`config.mk`:
```
export PLATFORM = sky130hd
export DESIGN_NAME = banked_ioiq_gen
export DESIGN_NICKNAME = d
export VERILOG_FILES = /design/src/rtl/banked_ioiq_gen.sv
export SDC_FILE = /design/constraint.sdc
export NUM_CORES = 2
export LEC_CHECK = 0
export CAP_MARGIN = 10
export CORE_MARGIN = 10
export CORE_UTILIZATION = 50
export DETAILED_ROUTE_END_ITERATION = 10
export HOLD_SLACK_MARGIN = 0.02
export PLACE_DENSITY = 0.68
export SLEW_MARGIN = 40
export SYNTH_ARGS = -nofsm -noshare
export SYNTH_HDL_FRONTEND = slang
export SYNTH_SLANG_ARGS = --single-unit
```
`constraint.sdc`:
```
create_clock -name clk -period 9.9 [get_ports clk]
set_input_delay 2.475 -clock clk [delete_from_list [all_inputs] [get_ports clk]]
set_output_delay 2.475 -clock clk [all_outputs]
set_load 0.02 [all_outputs]
```
`src/rtl/banked_ioiq_gen.sv`:
```
// Banked in-order issue queue: each bank is a circular FIFO of renamed micro-ops
// with writeback wakeup, head-only issue and single-cycle age-based recall.
module banked_ioiq_gen #(
  parameter int unsigned NUM_BANKS = 2,
  parameter int unsigned DEPTH     = 8,
  parameter int unsigned AL_SIZE   = 32,
  parameter int unsigned PREG_W    = 6,
  parameter int unsigned NUM_WB    = 4,
  parameter int unsigned PAYLOAD_W = 32,
  localparam int unsigned AL_W     = $clog2(AL_SIZE),
  localparam int unsigned CNT_W    = $clog2(DEPTH) + 1
) (
  input  logic                           clk,
  input  logic                           reset,
  input  logic                           ext_stall,
  input  logic [NUM_BANKS-1:0]           enq_valid,
  input  logic [NUM_BANKS*AL_W-1:0]      enq_al_addr,
  input  logic [NUM_BANKS*PREG_W-1:0]    enq_src1,
  input  logic [NUM_BANKS*PREG_W-1:0]    enq_src2,
  input  logic [NUM_BANKS-1:0]           enq_src1_rdy,
  input  logic [NUM_BANKS-1:0]           enq_src2_rdy,
  input  logic [NUM_BANKS*PAYLOAD_W-1:0] enq_payload,
  input  logic                           if_recall,
  input  logic [AL_W-1:0]                new_front,
  input  logic [AL_W-1:0]                back,
  input  logic [NUM_WB-1:0]              wb_valid,
  input  logic [NUM_WB*PREG_W-1:0]       wb_tag,
  output logic [NUM_BANKS-1:0]           iss_valid,
  input  logic [NUM_BANKS-1:0]           iss_ready,
  output logic [NUM_BANKS*AL_W-1:0]      iss_al_addr,
  output logic [NUM_BANKS*PAYLOAD_W-1:0] iss_payload,
  output logic [NUM_BANKS*CNT_W-1:0]     occupancy,
  output logic                           int_stall
);

  localparam int unsigned PTR_W = $clog2(DEPTH);

  typedef struct packed {
    logic [AL_W-1:0]      al_addr;
    logic [PREG_W-1:0]    src1;
    logic                 r1;
    logic [PREG_W-1:0]    src2;
    logic                 r2;
    logic [PAYLOAD_W-1:0] payload;
  } entry_t;

  entry_t               mem_q   [NUM_BANKS][DEPTH];
  logic [PTR_W-1:0]     head_q  [NUM_BANKS];
  logic [PTR_W-1:0]     tail_q  [NUM_BANKS];
  logic [CNT_W-1:0]     cnt_q   [NUM_BANKS];
  logic [PTR_W-1:0]     head_d  [NUM_BANKS];
  logic [PTR_W-1:0]     tail_d  [NUM_BANKS];
  logic [CNT_W-1:0]     cnt_d   [NUM_BANKS];
  logic [CNT_W-1:0]     surv    [NUM_BANKS];
  logic [DEPTH-1:0]     wake1   [NUM_BANKS];
  logic [DEPTH-1:0]     wake2   [NUM_BANKS];
  entry_t               enq_e   [NUM_BANKS];
  entry_t               head_e  [NUM_BANKS];
  logic [NUM_BANKS-1:0] full;
  logic [NUM_BANKS-1:0] pop;
  logic [NUM_BANKS-1:0] enq_fire;
  logic [NUM_BANKS-1:0] head_killed;
  logic [AL_W-1:0]      age_nf;

  function automatic logic wb_hit(input logic [PREG_W-1:0]        tag,
                                  input logic [NUM_WB-1:0]        v,
                                  input logic [NUM_WB*PREG_W-1:0] t);
    logic hit;
    hit = 1'b0;
    for (int k = 0; k < NUM_WB; k++) begin
      if (v[k] && (t[k*PREG_W +: PREG_W] == tag)) hit = 1'b1;
    end
    return hit;
  endfunction

  // Age relative to the oldest live op; wraps naturally in AL_W bits.
  function automatic logic [AL_W-1:0] age_of(input logic [AL_W-1:0] a,
                                             input logic [AL_W-1:0] base);
    return a - base;
  endfunction

  // Incoming entries, with same-cycle writeback folded into the ready bits.
  always_comb begin
    for (int b = 0; b < NUM_BANKS; b++) begin
      enq_e[b].al_addr = enq_al_addr[b*AL_W +: AL_W];
      enq_e[b].src1    = enq_src1[b*PREG_W +: PREG_W];
      enq_e[b].src2    = enq_src2[b*PREG_W +: PREG_W];
      enq_e[b].payload = enq_payload[b*PAYLOAD_W +: PAYLOAD_W];
      enq_e[b].r1      = enq_src1_rdy[b] | wb_hit(enq_src1[b*PREG_W +: PREG_W], wb_valid, wb_tag);
      enq_e[b].r2      = enq_src2_rdy[b] | wb_hit(enq_src2[b*PREG_W +: PREG_W], wb_valid, wb_tag);
    end
  end

  // Wakeup match for every stored entry.
  always_comb begin
    for (int b = 0; b < NUM_BANKS; b++) begin
      wake1[b] = '0;
      wake2[b] = '0;
      for (int i = 0; i < DEPTH; i++) begin
        wake1[b][i] = wb_hit(mem_q[b][i].src1, wb_valid, wb_tag);
        wake2[b][i] = wb_hit(mem_q[b][i].src2, wb_valid, wb_tag);
      end
    end
  end

  // Recall survivors and head issue eligibility.
  always_comb begin
    age_nf = age_of(new_front, back);
    for (int b = 0; b < NUM_BANKS; b++) begin
      surv[b]        = '0;
      head_e[b]      = mem_q[b][head_q[b]];
      full[b]        = (cnt_q[b] == CNT_W'(DEPTH));
      head_killed[b] = if_recall && (cnt_q[b] != '0) &&
                       (age_of(head_e[b].al_addr, back) >= age_nf);
      iss_valid[b]   = (cnt_q[b] != '0) && head_e[b].r1 && head_e[b].r2 && !head_killed[b];
      for (int i = 0; i < DEPTH; i++) begin
        if ((CNT_W'(i) < cnt_q[b]) &&
            (age_of(mem_q[b][PTR_W'(head_q[b] + PTR_W'(i))].al_addr, back) < age_nf)) begin
          surv[b] = surv[b] + CNT_W'(1);
        end
      end
    end
  end

  // Pointer and count next state; recall overrides enqueue.
  always_comb begin
    for (int b = 0; b < NUM_BANKS; b++) begin
      pop[b]      = iss_valid[b] & iss_ready[b];
      enq_fire[b] = enq_valid[b] && !full[b] && !ext_stall && !if_recall;
      head_d[b]   = head_q[b] + PTR_W'(pop[b]);
      tail_d[b]   = tail_q[b];
      cnt_d[b]    = cnt_q[b];
      if (if_recall) begin
        tail_d[b] = head_q[b] + PTR_W'(surv[b]);
        cnt_d[b]  = surv[b] - CNT_W'(pop[b]);
      end else begin
        tail_d[b] = tail_q[b] + PTR_W'(enq_fire[b]);
        cnt_d[b]  = cnt_q[b] + CNT_W'(enq_fire[b]) - CNT_W'(pop[b]);
      end
    end
  end

  always_ff @(posedge clk or negedge reset) begin
    if (!reset) begin
      for (int b = 0; b < NUM_BANKS; b++) begin
        head_q[b] <= '0;
        tail_q[b] <= '0;
        cnt_q[b]  <= '0;
      end
    end else begin
      for (int b = 0; b < NUM_BANKS; b++) begin
        head_q[b] <= head_d[b];
        tail_q[b] <= tail_d[b];
        cnt_q[b]  <= cnt_d[b];
      end
    end
  end

  // Entry storage: write at tail, otherwise accumulate ready bits.
  always_ff @(posedge clk) begin
    for (int b = 0; b < NUM_BANKS; b++) begin
      for (int i = 0; i < DEPTH; i++) begin
        if (enq_fire[b] && (tail_q[b] == PTR_W'(i))) begin
          mem_q[b][i] <= enq_e[b];
        end else begin
          if (wake1[b][i]) mem_q[b][i].r1 <= 1'b1;
          if (wake2[b][i]) mem_q[b][i].r2 <= 1'b1;
        end
      end
    end
  end

  always_comb begin
    iss_al_addr = '0;
    iss_payload = '0;
    occupancy   = '0;
    for (int b = 0; b < NUM_BANKS; b++) begin
      iss_al_addr[b*AL_W +: AL_W]           = head_e[b].al_addr;
      iss_payload[b*PAYLOAD_W +: PAYLOAD_W] = head_e[b].payload;
      occupancy[b*CNT_W +: CNT_W]           = cnt_q[b];
    end
  end

  assign int_stall = ext_stall | (|(enq_valid & full));

endmodule
```
==> impl_results.html <==
<table>
<tr><th>Metric</th><th>Value</th></tr>
<tr><th colspan="2">Worst setup path</th></tr>
<tr><td>Critical path's slowest cell</td><td>clkdlybuf4s50_1</td></tr>
<tr><td>Worst setup SP type</td><td>input pin</td></tr>
<tr><td>Worst path required time</td><td>7430 ps</td></tr>
<tr><td>Number of cells on the worst reg-to-reg path</td><td>39</td></tr>
<tr><td>Data arrival, critical path</td><td>6780 ps</td></tr>
<tr><td>Crit end category</td><td>output pin</td></tr>
<tr><td>CP max FO</td><td>15</td></tr>
<tr><td>Kind of cell adding the most delay to the critical path</td><td>buffers and inverters</td></tr>
<tr><td>Critical path buffers and inverters</td><td>5</td></tr>
<tr><td>Total number of cells along the worst setup path</td><td>18</td></tr>
<tr><td>Crit-path cells</td><td>clkdlybuf4s50_1, buf_4, ha_1, inv_1, fa_1, a21o_1, a21oi_1, xnor2_1, xnor2_1, ha_1, and3_1, o21ai_0, nand2_1, a31oi_1, nor2_1, a2111oi_0, buf_4, clkdlybuf4s50_1</td></tr>
<tr><td>Worst Path Class, Setup</td><td>in2out</td></tr>
<tr><td>Stage delay of the slowest cell on the critical path</td><td>610 ps</td></tr>
<tr><th colspan="2">Die</th></tr>
<tr><td>Initial core utilization</td><td>50.6%</td></tr>
<tr><td>Placeable Area</td><td>97,000 um^2</td></tr>
<tr><td>Rows</td><td>114</td></tr>
<tr><td>Die outline width</td><td>333 um</td></tr>
<tr><td>Die area</td><td>111,000 um^2</td></tr>
<tr><td>Die H</td><td>333 um</td></tr>
<tr><td>Number of I/O pins</td><td>233</td></tr>
<tr><th colspan="2">Yosys</th></tr>
<tr><td>Number of synthesized flops with an enable pin</td><td>814</td></tr>
<tr><td>Netlist Area Pre-Place</td><td>49,100 um^2</td></tr>
<tr><td>Register bit count reported by yosys</td><td>836</td></tr>
<tr><td>Net count of the mapped netlist</td><td>4,026</td></tr>
<tr><td>Most used flip-flop cell after synthesis</td><td>edfxtp_1</td></tr>
<tr><td>Number of instances in the synthesized netlist</td><td>3,675</td></tr>
<tr><td>Part of the Yosys area used for sequential elements</td><td>50.9%</td></tr>
<tr><td>Ys async rst share</td><td>2.39%</td></tr>
<tr><td>Syn. warnings</td><td>0</td></tr>
<tr><td>Per-instance average area after synthesis</td><td>13.3 um^2</td></tr>
<tr><td>Number of distinct standard cells referenced by the synthesized netlist</td><td>78</td></tr>
<tr><th colspan="2">Timing</th></tr>
<tr><td>Final Worst Setup Slack</td><td>646 ps</td></tr>
<tr><td>Final critical-path share of the clock period</td><td>93.5%</td></tr>
<tr><td>Final worst path period need</td><td>9250 ps</td></tr>
<tr><td>Final clock skew</td><td>28.1 ps</td></tr>
<tr><td>Sum Neg Setup Slack</td><td>0 ps</td></tr>
<tr><td>Max-slew violation count</td><td>0</td></tr>
<tr><td>Setup repair after global routing missed its margin</td><td>false</td></tr>
<tr><td>Highest attainable clock frequency</td><td>108 MHz</td></tr>
<tr><td>Count of final setup violators</td><td>0</td></tr>
<tr><td>Worst-margin pin slew</td><td>915 ps</td></tr>
<tr><td>Headroom to the max-slew limit</td><td>39.0%</td></tr>
<tr><td>Number of hold violations in the final report</td><td>0</td></tr>
<tr><th colspan="2">Global routing</th></tr>
<tr><td>Largest net degree at the start of global routing</td><td>65</td></tr>
<tr><td>Via count of the first global-routing pass</td><td>30,702</td></tr>
<tr><td>Global-route wire length before repair</td><td>195,000 um</td></tr>
<tr><td>Initial antenna violation count</td><td>8</td></tr>
<tr><td>Global router's overall resource usage</td><td>22.9%</td></tr>
<tr><td>Final global-route overflow total</td><td>0</td></tr>
<tr><th colspan="2">Clocking</th></tr>
<tr><td>Clock slew seen by the registers of the worst setup and hold paths</td><td>60 ps</td></tr>
<tr><td>Count of instances resized after the clock tree is built</td><td>0</td></tr>
<tr><td>Number of buffers created by CTS</td><td>90</td></tr>
<tr><td>CTS Sinks</td><td>836</td></tr>
<tr><td>Clock tree from TritonCTS</td><td>done</td></tr>
<tr><td>Cell at the root of the clock tree</td><td>clkbuf_16</td></tr>
<tr><td>Post-CTS setup buffer count</td><td>0</td></tr>
<tr><td>Clock latency of the later-clocked register in the worst-skew pair</td><td>690 ps</td></tr>
<tr><td>Max clock buf depth</td><td>3</td></tr>
<tr><td>Hold bufs inserted after CTS</td><td>0</td></tr>
<tr><td>Maximum level of the CTS H-tree</td><td>3</td></tr>
<tr><th colspan="2">Worst hold path</th></tr>
<tr><td>Worst hold-check path type</td><td>reg2reg</td></tr>
<tr><td>Hold path depth</td><td>2</td></tr>
<tr><th colspan="2">Routing</th></tr>
<tr><td>DRC marker count from the first detailed-route iteration</td><td>2,919</td></tr>
<tr><td>Detail Route Antenna Nets</td><td>0</td></tr>
<tr><td>WL final</td><td>129,000 um</td></tr>
<tr><td>Mean number of vias per cell</td><td>5.89</td></tr>
<tr><td>Via Count</td><td>30,328</td></tr>
<tr><td>Detail-routed net length per standard cell</td><td>25.1 um</td></tr>
<tr><td>Number of design rule violations left after detail routing</td><td>0</td></tr>
<tr><td>Pre-Repair DR Iteration Count</td><td>5</td></tr>
<tr><th colspan="2">Placed design</th></tr>
<tr><td>Total of buffers placed on input and output ports</td><td>232</td></tr>
<tr><td>Placed wire-length estimate</td><td>77,000 um</td></tr>
<tr><td>Number of instances in the placed design</td><td>4,976</td></tr>
<tr><td>Worst slack, placed</td><td>187 ps</td></tr>
<tr><td>Placer's final routability congestion estimate</td><td>0.837</td></tr>
<tr><th colspan="2">Layout</th></tr>
<tr><td>NumNets Final</td><td>4,145</td></tr>
<tr><td>Area Overhead vs Synth</td><td>13.1%</td></tr>
<tr><td>Fillcell total</td><td>7,685</td></tr>
<tr><td>Fraction of final layout cells with drive strength greater than 1</td><td>14.7%</td></tr>
<tr><td>Count of non-filler cells in the finished layout</td><td>5,147</td></tr>
<tr><th colspan="2">Status</th></tr>
<tr><td>Outcome</td><td>complete, no violations</td></tr>
<tr><th colspan="2">Flow run</th></tr>
<tr><td>Max-cap check violation count</td><td>0</td></tr>
</table>
cells by family after synthesis:
| group | after synthesis | share of synthesized area, % |
|---|---|---|
| XOR/XNOR | 991 | 17.9 |
| flip-flops | 836 | 50.9 |
| AND/OR/NAND/NOR | 706 | 7.40 |
| buffers and inverters | 373 | 2.90 |
| multiplexers | 312 | 11.9 |
| AO/OA/AOI/OAI | 254 | 3.42 |
| adder cells (fa/ha/maj) | 203 | 5.50 |
worst register-to-register path: cells and delay by family (launching register included):
family / cells / cell delay (ps)
buf+inv: 5 / 880
xor+xnor: 5 / 820
compound gates: 11 / 1750
fa+ha+maj: 7 / 2290
simple gates: 8 / 930
flops: 1 / 910
mux: 3 / 990
per-stage QoR:
| stage | hold slack (ps) | util [%] | area (um^2) |
|---|---|---|---|
| after floorplan | 477 | - | 49100 |
| after global placement | 525 | 54.0 | 52400 |
| after detailed placement | 570 | 54.1 | 52400 |
| after CTS | 584 | 57.1 | 55400 |
| after global routing | 599 | 57.2 | 55500 |
| final | 578 | 57.2 | 55500 |
flip-flops by register name, indices dropped and copies added, names as in the netlist:
register	count
tail_q	6
mem_q	816
head_q	6
occupancy	8
metal layers:
| layer | GRT usage [%] | wire length [um] |
|---|---|---|
| met3 | 4.00 | 8800 |
| met4 | 6.61 | 2980 |
| met2 | 37.5 | 61600 |
| met1 | 31.3 | 55700 |
| met5 | 0 | 53 |
cell type report:
cell class | instances | area (um^2) | area share [%]
diodes | 6 | 15.0 | 0.0271
clock buffers | 100 | 2290 | 4.13
clock inverters | 63 | 623 | 1.12
inverters | 86 | 323 | 0.582
multi-input cells | 2466 | 22800 | 41.0
flip-flops and latches | 836 | 25000 | 45.1
well taps | 1276 | 1600 | 2.88
repair buffers | 314 | 2870 | 5.17
synth_stat cells, drive strengths merged (4+ instances only):
library cell  count  area share (%)
a2111oi           4           0.071
a211oi            9            0.15
a21boi            7            0.11
a21o             49            0.75
a21oi            67            0.69
a221o             4           0.082
a31o              4           0.071
a31oi            12            0.21
and2              7           0.089
and3              6           0.077
buf             153             1.2
clkbuf          134             1.1
dfrtp            20             1.0
edfxtp          814              50
fa               21            0.86
ha              182             4.6
inv              85            0.65
mux2             56             1.3
mux2i            43            0.88
mux4            213             9.8
nand2           285             2.2
nand2b           11            0.14
nand3            14            0.14
nand4           146             1.9
nor2             31            0.25
nor2b            12            0.15
nor3              5           0.051
nor4            172             2.2
o211ai            4           0.061
o21a              6           0.092
o21ai            62            0.63
or2               5           0.064
or3               4           0.054
or4               6           0.092
xnor2           509             9.1
xor2            477             8.5
layout by cell type (no fill, tap or decap), types with 8 or more instances in the layout:
cell type	synthesis	layout
nor2_1	30	30
nand4_1	146	146
clkbuf_16	0	90
mux4_2	213	213
fa_1	21	21
a21oi_1	66	66
nand2b_1	11	11
inv_2	1	17
nor2b_1	12	12
a21o_1	49	49
o21ai_0	58	58
ha_1	182	182
mux2_2	55	55
buf_2	1	27
inv_1	84	68
nand3_1	14	14
buf_4	1	71
clkinv_1	1	25
xnor2_1	506	503
a211oi_1	8	8
nand2_1	284	284
xor2_1	476	475
nor4_2	0	10
clkdlybuf4s50_1	0	204
clkinv_2	0	15
a31oi_1	9	8
nor4_1	172	162
edfxtp_1	814	814
dfrtp_1	20	14
buf_6	0	10
mux2i_1	43	43
clkbuf_1	132	10
final timing paths:
| kind | startpoint | slack (ps) | end |
|---|---|---|---|
| setup / recovery | back[0] | 650 | iss_valid[0] |
| hold / removal | mem_q[1][389] | 580 | mem_q[1][389] |
| setup reg to reg | head_q[1] | 1170 | tail_q[2] |
| hold reg to reg | mem_q[1][389] | 580 | mem_q[1][389] |
| max in group asynchronous | reset | 7420 | head_q[4] |
| min in group asynchronous | reset | 2180 | occupancy[3] |
Power is left out: the tool's default activity adds up to more than one toggle a clock period on the data nets, which glitch-free logic cannot reach.
